**src/rtl/reg_frame_ctrl.sv**
```systemverilog
// Command-frame parser in front of the rw_reg bank: decodes write/read frames,
// checks a CRC-8 over each frame, issues one-cycle bank strobes and returns a
// response byte stream (ACK/NACK for writes, data + stored CRC for reads).
module reg_frame_ctrl #(
    parameter int unsigned DW          = 8,
    parameter int unsigned AW          = 8,
    parameter int unsigned CRC_W       = 8,
    parameter int unsigned TIMEOUT_CYC = 255
) (
    input  logic             i_clk,
    input  logic             i_rst_n,
    input  logic             i_rx_vld,
    input  logic [7:0]       i_rx_data,
    output logic             o_rx_rdy,
    output logic             o_wen,
    output logic             o_ren,
    output logic [AW-1:0]    o_addr,
    output logic [DW-1:0]    o_wdata,
    output logic [CRC_W-1:0] o_crc_data,
    input  logic [DW-1:0]    i_rdata,
    input  logic [CRC_W-1:0] i_rcrc,
    output logic             o_rsp_vld,
    output logic [7:0]       o_rsp_data,
    input  logic             i_rsp_rdy,
    output logic             o_timeout
);

    localparam logic [7:0] CmdWr    = 8'h5A;
    localparam logic [7:0] CmdRd    = 8'hA5;
    localparam logic [7:0] RspAck   = 8'hAC;
    localparam logic [7:0] RspCrcEr = 8'hE1;
    localparam logic [7:0] RspCmdEr = 8'hE2;
    // Counter value at which the next idle cycle aborts the frame.
    localparam logic [7:0] TmoLast  = 8'(TIMEOUT_CYC - 1);

    typedef enum logic [2:0] {
        StIdle,
        StAddr,
        StData,
        StCrc,
        StExec,
        StRsp0,
        StRsp1
    } state_e;

    state_e           state_q, state_d;
    logic             is_wr_q, is_wr_d;
    logic [7:0]       crc_q, crc_d;
    logic [AW-1:0]    addr_q, addr_d;
    logic [DW-1:0]    wdata_q, wdata_d;
    logic [CRC_W-1:0] crc_data_q, crc_data_d;
    logic [7:0]       rsp0_q, rsp0_d;
    logic [7:0]       rsp1_q, rsp1_d;
    logic             wen_q, wen_d;
    logic             ren_q, ren_d;
    logic             tmo_q, tmo_d;
    logic [7:0]       cnt_q, cnt_d;
    logic             rx_fire;

    // CRC-8, poly 0x07, MSB first, one byte per call.
    function automatic logic [7:0] crc8_upd(input logic [7:0] crc, input logic [7:0] b);
        logic [7:0] c;
        c = crc ^ b;
        for (int i = 0; i < 8; i++) begin
            c = c[7] ? ((c << 1) ^ 8'h07) : (c << 1);
        end
        return c;
    endfunction

    // Ready and response outputs decoded from the current state.
    always_comb begin
        o_rx_rdy   = (state_q == StIdle) || (state_q == StAddr) ||
                     (state_q == StData) || (state_q == StCrc);
        o_rsp_vld  = (state_q == StRsp0) || (state_q == StRsp1);
        o_rsp_data = 8'h00;
        if (state_q == StRsp0) begin
            o_rsp_data = rsp0_q;
        end else if (state_q == StRsp1) begin
            o_rsp_data = rsp1_q;
        end
    end

    assign rx_fire    = i_rx_vld && o_rx_rdy;
    assign o_wen      = wen_q;
    assign o_ren      = ren_q;
    assign o_addr     = addr_q;
    assign o_wdata    = wdata_q;
    assign o_crc_data = crc_data_q;
    assign o_timeout  = tmo_q;

    // Next-state logic: frame parsing, strobes, responses and inter-byte timeout.
    always_comb begin
        state_d    = state_q;
        is_wr_d    = is_wr_q;
        crc_d      = crc_q;
        addr_d     = addr_q;
        wdata_d    = wdata_q;
        crc_data_d = crc_data_q;
        rsp0_d     = rsp0_q;
        rsp1_d     = rsp1_q;
        wen_d      = 1'b0;
        ren_d      = 1'b0;
        tmo_d      = 1'b0;
        cnt_d      = 8'h00;

        unique case (state_q)
            StIdle: begin
                if (rx_fire) begin
                    crc_d = crc8_upd(8'h00, i_rx_data);
                    if (i_rx_data == CmdWr) begin
                        is_wr_d = 1'b1;
                        state_d = StAddr;
                    end else if (i_rx_data == CmdRd) begin
                        is_wr_d = 1'b0;
                        state_d = StAddr;
                    end else begin
                        rsp1_d  = RspCmdEr;
                        state_d = StRsp1;
                    end
                end
            end
            StAddr: begin
                if (rx_fire) begin
                    addr_d  = AW'(i_rx_data);
                    crc_d   = crc8_upd(crc_q, i_rx_data);
                    state_d = is_wr_q ? StData : StCrc;
                end
            end
            StData: begin
                if (rx_fire) begin
                    wdata_d = DW'(i_rx_data);
                    crc_d   = crc8_upd(crc_q, i_rx_data);
                    state_d = StCrc;
                end
            end
            StCrc: begin
                if (rx_fire) begin
                    crc_data_d = CRC_W'(i_rx_data);
                    if (i_rx_data == crc_q) begin
                        wen_d   = is_wr_q;
                        ren_d   = !is_wr_q;
                        state_d = StExec;
                    end else begin
                        rsp1_d  = RspCrcEr;
                        state_d = StRsp1;
                    end
                end
            end
            StExec: begin
                if (is_wr_q) begin
                    rsp1_d  = RspAck;
                    state_d = StRsp1;
                end else begin
                    // Bank read data is only valid while the read strobe is high.
                    rsp0_d  = 8'(i_rdata);
                    rsp1_d  = 8'(i_rcrc);
                    state_d = StRsp0;
                end
            end
            StRsp0: begin
                if (i_rsp_rdy) begin
                    state_d = StRsp1;
                end
            end
            StRsp1: begin
                if (i_rsp_rdy) begin
                    state_d = StIdle;
                end
            end
            default: state_d = StIdle;
        endcase

        // Abort a stalled frame; overrides the parse result above.
        if (((state_q == StAddr) || (state_q == StData) || (state_q == StCrc)) && !rx_fire) begin
            if (cnt_q == TmoLast) begin
                state_d = StIdle;
                tmo_d   = 1'b1;
            end else begin
                cnt_d = cnt_q + 8'd1;
            end
        end
    end

    // State registers with synchronous active-low reset.
    always_ff @(posedge i_clk) begin
        if (!i_rst_n) begin
            state_q    <= StIdle;
            is_wr_q    <= 1'b0;
            crc_q      <= 8'h00;
            addr_q     <= '0;
            wdata_q    <= '0;
            crc_data_q <= '0;
            rsp0_q     <= 8'h00;
            rsp1_q     <= 8'h00;
            wen_q      <= 1'b0;
            ren_q      <= 1'b0;
            tmo_q      <= 1'b0;
            cnt_q      <= 8'h00;
        end else begin
            state_q    <= state_d;
            is_wr_q    <= is_wr_d;
            crc_q      <= crc_d;
            addr_q     <= addr_d;
            wdata_q    <= wdata_d;
            crc_data_q <= crc_data_d;
            rsp0_q     <= rsp0_d;
            rsp1_q     <= rsp1_d;
            wen_q      <= wen_d;
            ren_q      <= ren_d;
            tmo_q      <= tmo_d;
            cnt_q      <= cnt_d;
        end
    end

endmodule

```
**config.mk**
```make
export PLATFORM = sky130hd
export DESIGN_NAME = reg_frame_ctrl
export DESIGN_NICKNAME = d
export VERILOG_FILES = /design/src/rtl/reg_frame_ctrl.sv
export SDC_FILE = /design/constraint.sdc
export NUM_CORES = 1
export LEC_CHECK = 0
export CORE_MARGIN = 3
export CORE_UTILIZATION = 45
export CTS_CLUSTER_SIZE = 12
export DETAILED_ROUTE_END_ITERATION = 8
export GPL_ROUTABILITY_DRIVEN = 0
export PLACE_DENSITY = 0.7
export SLEW_MARGIN = 10
export SYNTH_ARGS = -nofsm -noshare
export SYNTH_HDL_FRONTEND = slang
export SYNTH_SLANG_ARGS = --single-unit
```
**constraint.sdc**
```tcl
create_clock -name i_clk -period 4.54 [get_ports i_clk]
set_input_delay 1.135 -clock i_clk [delete_from_list [all_inputs] [get_ports i_clk]]
set_output_delay 1.135 -clock i_clk [all_outputs]
set_load 0.02 [all_outputs]
```
## Yosys cells after proc, flatten, opt, wreduce, memory -nomap -nowiden

Cells that the tools add are included.

- Flip-flop bits (word level): 63
- Latch bits: 0
- RAM bits: 0
- Memory bits (read-only): 0
- Bits of input ports: 28
- Output and inout bits: 37
- Memories: 0

- Add/sub/neg operators: 1
- $mul: 0
- Divide/modulo/power cells: 0
- Order comparisons: 0
- Eq/ne operators: 16
- Shifts and indexed selects: 0
- Mux-type cells: 45
- Bitwise gates (word level): 20
- Reductions and logical operators: 25

Operators by type and width:

| operator | number |
|---|---|
| $mux 8 | 10 |
| $mux 3 | 26 |
| $not 3->3 | 16 |
| $pmux 8 s3 | 1 |
| $pmux 3 s7 | 1 |
| $eq 8x8->1 const B | 2 |
| $pmux 8 s2 | 1 |
| $ne 2x2->1 const B | 5 |
| $reduce_and 2->1 | 5 |
| $eq 3x3->1 const B | 3 |
| $add 8x1->8 const B | 1 |
| $eq 8x7->1 const B | 1 |
| $eq 8x8->1 | 1 |
| $xor 8x8->8 | 1 |
| $eq 3x2->1 const B | 2 |
| $logic_or 1x1->1 | 6 |
| $reduce_and 3->1 | 2 |
| $reduce_and 6->1 | 1 |
| $mux 1 | 4 |
| $mux 2 | 2 |
| $reduce_and 4->1 | 1 |
| $reduce_bool 2->1 | 2 |
| $eq 3x1->1 const B | 1 |
| $logic_not 3->1 | 1 |
| other kinds (7) | 11 |

## Logic depth before layout (Yosys ltp)

- Word-level depth: 19
- Depth in mapped cells: 8

## Worst setup path before layout

Ideal clock, no wire load.

- Path type: input -> register
- Start point: input port i_rx_data[7]
- End point: register rsp1_q[5]
- Setup time: 0.119 ns
- Arrival: 2.649 ns
- Setup slack: 1.773 ns
- Stages on the path: 8
- Path buffers: 1
- Path through: clkbuf_1 -> inv_1 -> ha_1 -> nand4_1 -> or2_2 -> a2111oi_4 -> nor2_2 -> o221a_2

- Word-level cells in the longest chain between the ends: 3
- Elaborated cells on any way between the ends: 7

Ends and longest elaborated chain:

| what | line | source |
|---|---|---|
| from (decl) | 13 | `input logic [7:0] i_rx_data,` |
| $eq 8x8->1 (tied with other cells) | 139 | `if (i_rx_data == crc_q) begin` |
| $ne 2x2->1 (no line) | - |  |
| $reduce_and 6->1 (no line) * | - |  |
| to (signal assigned) | 207 | `rsp1_q <= rsp1_d;` |
| to (decl) | 53 | `logic [7:0] rsp1_q, rsp1_d;` |

Mark *: on every way between the ends. The rest lies on a longest branch, timed or not.
A chain may end at the register's enable or synchronous reset.

## Worst setup path in the final report

- Start point: register state_q[0]
- End point: output port o_rsp_data[2]

- Word-level cells in the longest chain between the ends: 3
- Elaborated cells on any way between the ends: 4

Ends and longest elaborated chain:

| what | line | source |
|---|---|---|
| from (decl) | 46 | `state_e state_q, state_d;` |
| from (signal assigned) | 187 | `state_q <= StIdle;` |
| from (signal assigned) | 200 | `state_q <= state_d;` |
| $eq 3x3->1 | 78 | `end else if (state_q == StRsp1) begin` |
| $mux 8 | 78 |  |
| $mux 8 * | 76 | `if (state_q == StRsp0) begin` |
| to (decl) | 23 | `output logic [7:0] o_rsp_data,` |

Marks and branches as above.

==> results.json <==
{
  "relSlewSlack": 0.370,
  "tritoncts": "done",
  "drtIter0Drc": 119,
  "die_w_um": 91.1,
  "clk_pin_slew_ns": 0.08,
  "number_of_enable_type_register_cells_in_the_synthesized_netlist": 0,
  "path_delay_family": "simple AND/OR/NAND/NOR gates",
  "reg2reg_setup_slack_ns": 1.74,
  "number_of_routed_nets_with_antenna_violations": 0,
  "setup_viol_count_final": 0,
  "beginning_of_the_critical_path": "state_q[0]",
  "power.share.switching": 0.382,
  "area_growth_syn_to_layout_pct": 26.9,
  "initial_core_util": 0.472,
  "synthTopCellsByArea": "sky130_fd_sc_hd__dfxtp_1 39%, sky130_fd_sc_hd__nand2_1 9.9%, sky130_fd_sc_hd__xnor2_1 6.7%",
  "post_cts.repair.setup_buffers": 0,
  "timing_worst_slew_pin_value_ns": 0.943,
  "period_share": 0.883,
  "initial_antenna_violation_count": 0,
  "post_synth.cell_area_avg_um2": 8.07,
  "timing.critical_path.cells": "nor2b_1 > a22oi_1 > nor2_1 > clkdlybuf4s50_1",
  "fin_tns_setup_ns": 0,
  "worst-setup-path-type": "reg2out",
  "drc": 0,
  "unrepaired_setup_endpoints_after_global_routing": "false",
  "cp.required_ns": 3.40,
  "worst_hold_path.num_cells": 2,
  "ff2ff_path_depth": 5,
  "worst_setup_path_endpoint": "o_rsp_data[2]",
  "reported_net_switching_power_uw": 810,
  "worst_skew_pair.late_latency_ns": 0.35,
  "dpl_cell_area_mm2": 0.00391,
  "post_synth_inst_count": 404,
  "timing.rr.end": "crc_q[2]",
  "final-hold-violation-count": 0,
  "cpMaxStageDelayCell": "sky130_fd_sc_hd__dfxtp_1",
  "synthMostInstantiatedCell": "sky130_fd_sc_hd__nand2_1",
  "via_per_inst": 5.25,
  "share_comb_of_total_power": 0.372,
  "worstPathBufferInverterCount": 1,
  "clock.fmax_ghz": 0.249,
  "outcome": "finished, final reports clean",
  "multi_input_gate_area_in_the_final_layout_mm2": 0.00183,
  "power.static_leakage_nw": 1.47,
  "synthDominantAreaCellType": "sky130_fd_sc_hd__dfxtp_1",
  "max_cap_viol_count": 0,
  "layout.area.seq_mm2": 0.00126,
  "post_cts.resized_instances": 0,
  "final.min_clock_period_ns": 4.01,
  "timing.hold.worst.class": "reg2reg",
  "cts_hold_buf": 0,
  "cts-root-to-sink-buffers": 2,
  "pin_count_of_the_biggest_net_entering_global_routing": 28,
  "power_per_cell_area_mw_per_mm2": 513,
  "critical-path-max-stage-delay_ns": 0.78,
  "die-area_mm2": 0.00831,
  "reg2reg_from": "state_q[0]",
  "global_route_wire_length_before_repair_um": 13300,
  "port-buffer-count": 64,
  "diodes": 0,
  "internal-power_mw": 1.31,
  "h_tree_depth_reported_by_cts": 3,
  "hpwl_um": 5670,
  "first_global_vias": 2739,
  "vdd.ir_drop.worst_uv": 277,
  "power.share.clock": 0.263,
  "rows": 30,
  "timing.final.max_slew_violations": 0,
  "yosysSeqAreaShare": 0.387,
  "cell_at_the_root_of_the_clock_tree": "sky130_fd_sc_hd__clkbuf_8",
  "final.setup_skew_ns": 0.00956,
  "timing.critical_path.arrival_ns": 2.87,
  "synth.cell_area_mm2": 0.00326,
  "numClockSinks": 63,
  "route.vias.total": 2908,
  "ys.warnings.count": 0,
  "worstPathMaxFanout": 17,
  "pin_count": 65,
  "overall_fraction_of_global_route_tracks_in_use": 0.199,
  "sequential_power_share": 0.366,
  "die_h_um": 91.1,
  "synth_top_cells_by_count": "86 x sky130_fd_sc_hd__nand2_1, 63 x sky130_fd_sc_hd__dfxtp_1, 40 x sky130_fd_sc_hd__a21oi_1",
  "startpoint_type": "flop",
  "synth_top_cell_area_share": 0.387,
  "synth_cell_types": 48,
  "fill_cells": 636,
  "nNetsFinal": 492,
  "dominantRegCellSynth": "sky130_fd_sc_hd__dfxtp_1",
  "async_reset_ff_frac": 0,
  "cts_buffers": 9,
  "core_area_mm2": 0.00691,
  "postSynthNetCount": 443,
  "layout-drive-gt1-share": 0.0655,
  "design_area_mm2": 0.00414,
  "drt-wirelength-per-cell_um": 14.5,
  "wl_um": 8030,
  "cp_num_cells": 4,
  "cp-end-kind": "output port",
  "drt-pass1-iter-count": 4,
  "ys_seq_elements": 63,
  "global_route.overflow_total": 0
}
[through the flow]
step | utilization | cells | power [mW] | setup slack, ns | hold WS [ns]
2_1_floorplan | - | 404 | 1.37 | 1.77 | 0.434
3_3_place_gp | 0.566 | 538 | 1.55 | 1.03 | 0.443
3_5_place_dp | 0.566 | 538 | 1.57 | 0.929 | 0.449
4_1_cts | 0.599 | 554 | 2.13 | 0.538 | 0.458
5_1_grt | 0.599 | 554 | 2.25 | 0.289 | 0.479
6_report | 0.599 | 554 | 2.12 | 0.531 | 0.458
[sequential cells by signal, indices dropped and copies added (netlist names), 3 cells and up]
signal / flops
o_addr: 8
rsp1_q: 8
state_q: 3
cnt_q: 8
crc_q: 8
rsp0_q: 8
o_wdata: 8
o_crc_data: 8
[metal layers]
metal | vias up | GRT usage | routed length (µm)
li1 | 1466 | - | -
met1 | 1345 | 0.252 | 3820
met2 | 85 | 0.315 | 3630
met3 | 12 | 0.0638 | 463
met4 | 0 | 0.0779 | 118
met5 | - | 0 | 0
[cell usage in the layout (no fill, tap or decap), types with 3 or more instances in the layout]
master                            instances
sky130_fd_sc_hd__a211oi_1                 7
sky130_fd_sc_hd__a21oi_1                 40
sky130_fd_sc_hd__a22oi_1                  8
sky130_fd_sc_hd__a31oi_1                  3
sky130_fd_sc_hd__clkbuf_8                10
sky130_fd_sc_hd__clkdlybuf4s50_1         64
sky130_fd_sc_hd__clkinvlp_4               3
sky130_fd_sc_hd__dfxtp_1                 63
sky130_fd_sc_hd__ha_1                    11
sky130_fd_sc_hd__inv_1                   12
sky130_fd_sc_hd__mux2i_1                  7
sky130_fd_sc_hd__nand2_1                 86
sky130_fd_sc_hd__nand2b_1                 3
sky130_fd_sc_hd__nand3_1                  7
sky130_fd_sc_hd__nand4_1                  6
sky130_fd_sc_hd__nor2_1                  33
sky130_fd_sc_hd__nor2b_1                  3
sky130_fd_sc_hd__nor4b_1                  3
sky130_fd_sc_hd__o21ai_0                  8
sky130_fd_sc_hd__o22ai_1                  6
sky130_fd_sc_hd__or3_1                    4
sky130_fd_sc_hd__xnor2_1                 25
sky130_fd_sc_hd__xor2_1                  11
[how the worst min path moves through the flow]
stage / from / end / slack [ns]
after floorplan: rsp1_q[0] / rsp1_q[0] / 0.43
after global placement: o_addr[7] / o_addr[7] / 0.44
after detailed placement: rsp0_q[6] / rsp0_q[6] / 0.45
after CTS: rsp0_q[6] / rsp0_q[6] / 0.46
after global routing: o_crc_data[3] / o_crc_data[3] / 0.48
final: o_addr[6] / o_addr[6] / 0.46
[cell families (layout without fill, tap and decap cells)]
| logic type | after synthesis | in the layout | share of synthesized area |
|---|---|---|---|
| and+or+nand+nor | 162 | 162 | 0.224 |
| AOI/OAI and AO/OA | 83 | 83 | 0.164 |
| DFF | 63 | 63 | 0.387 |
| buffers and inverters | 40 | 94 | 0.0529 |
| xor gates and xnor gates | 38 | 38 | 0.109 |
| adders and majority gates | 11 | 11 | 0.0422 |
| muxes | 7 | 7 | 0.0215 |
[layout make-up]
class / instances / share of cell area
clock inverters: 6 / 0.0221
multi-input cells: 301 / 0.442
inverters: 12 / 0.0109
flip-flops and latches: 63 / 0.305
repair buffers: 66 / 0.158
well taps: 96 / 0.0290
clock buffers: 10 / 0.0333
[power groups by stage]
stage	clock network [mW]	registers [mW]	logic, mW
floorplan	0	0.742	0.625
global placement	0	0.781	0.767
detailed placement	0	0.782	0.784
CTS	0.570	0.771	0.788
global route	0.593	0.789	0.868
finish	0.558	0.776	0.789
[worst reg2reg max path, stage by stage, from the launching register on]
cell and delay (ns):
sky130_fd_sc_hd__dfxtp_1 0.78, sky130_fd_sc_hd__nor2b_1 0.78, sky130_fd_sc_hd__o21ai_2 0.39, sky130_fd_sc_hd__or4_1 0.60, sky130_fd_sc_hd__nand4_1 0.09, sky130_fd_sc_hd__or3_1 0.10
No activity file was read; power rests on OpenSTA's default activity.
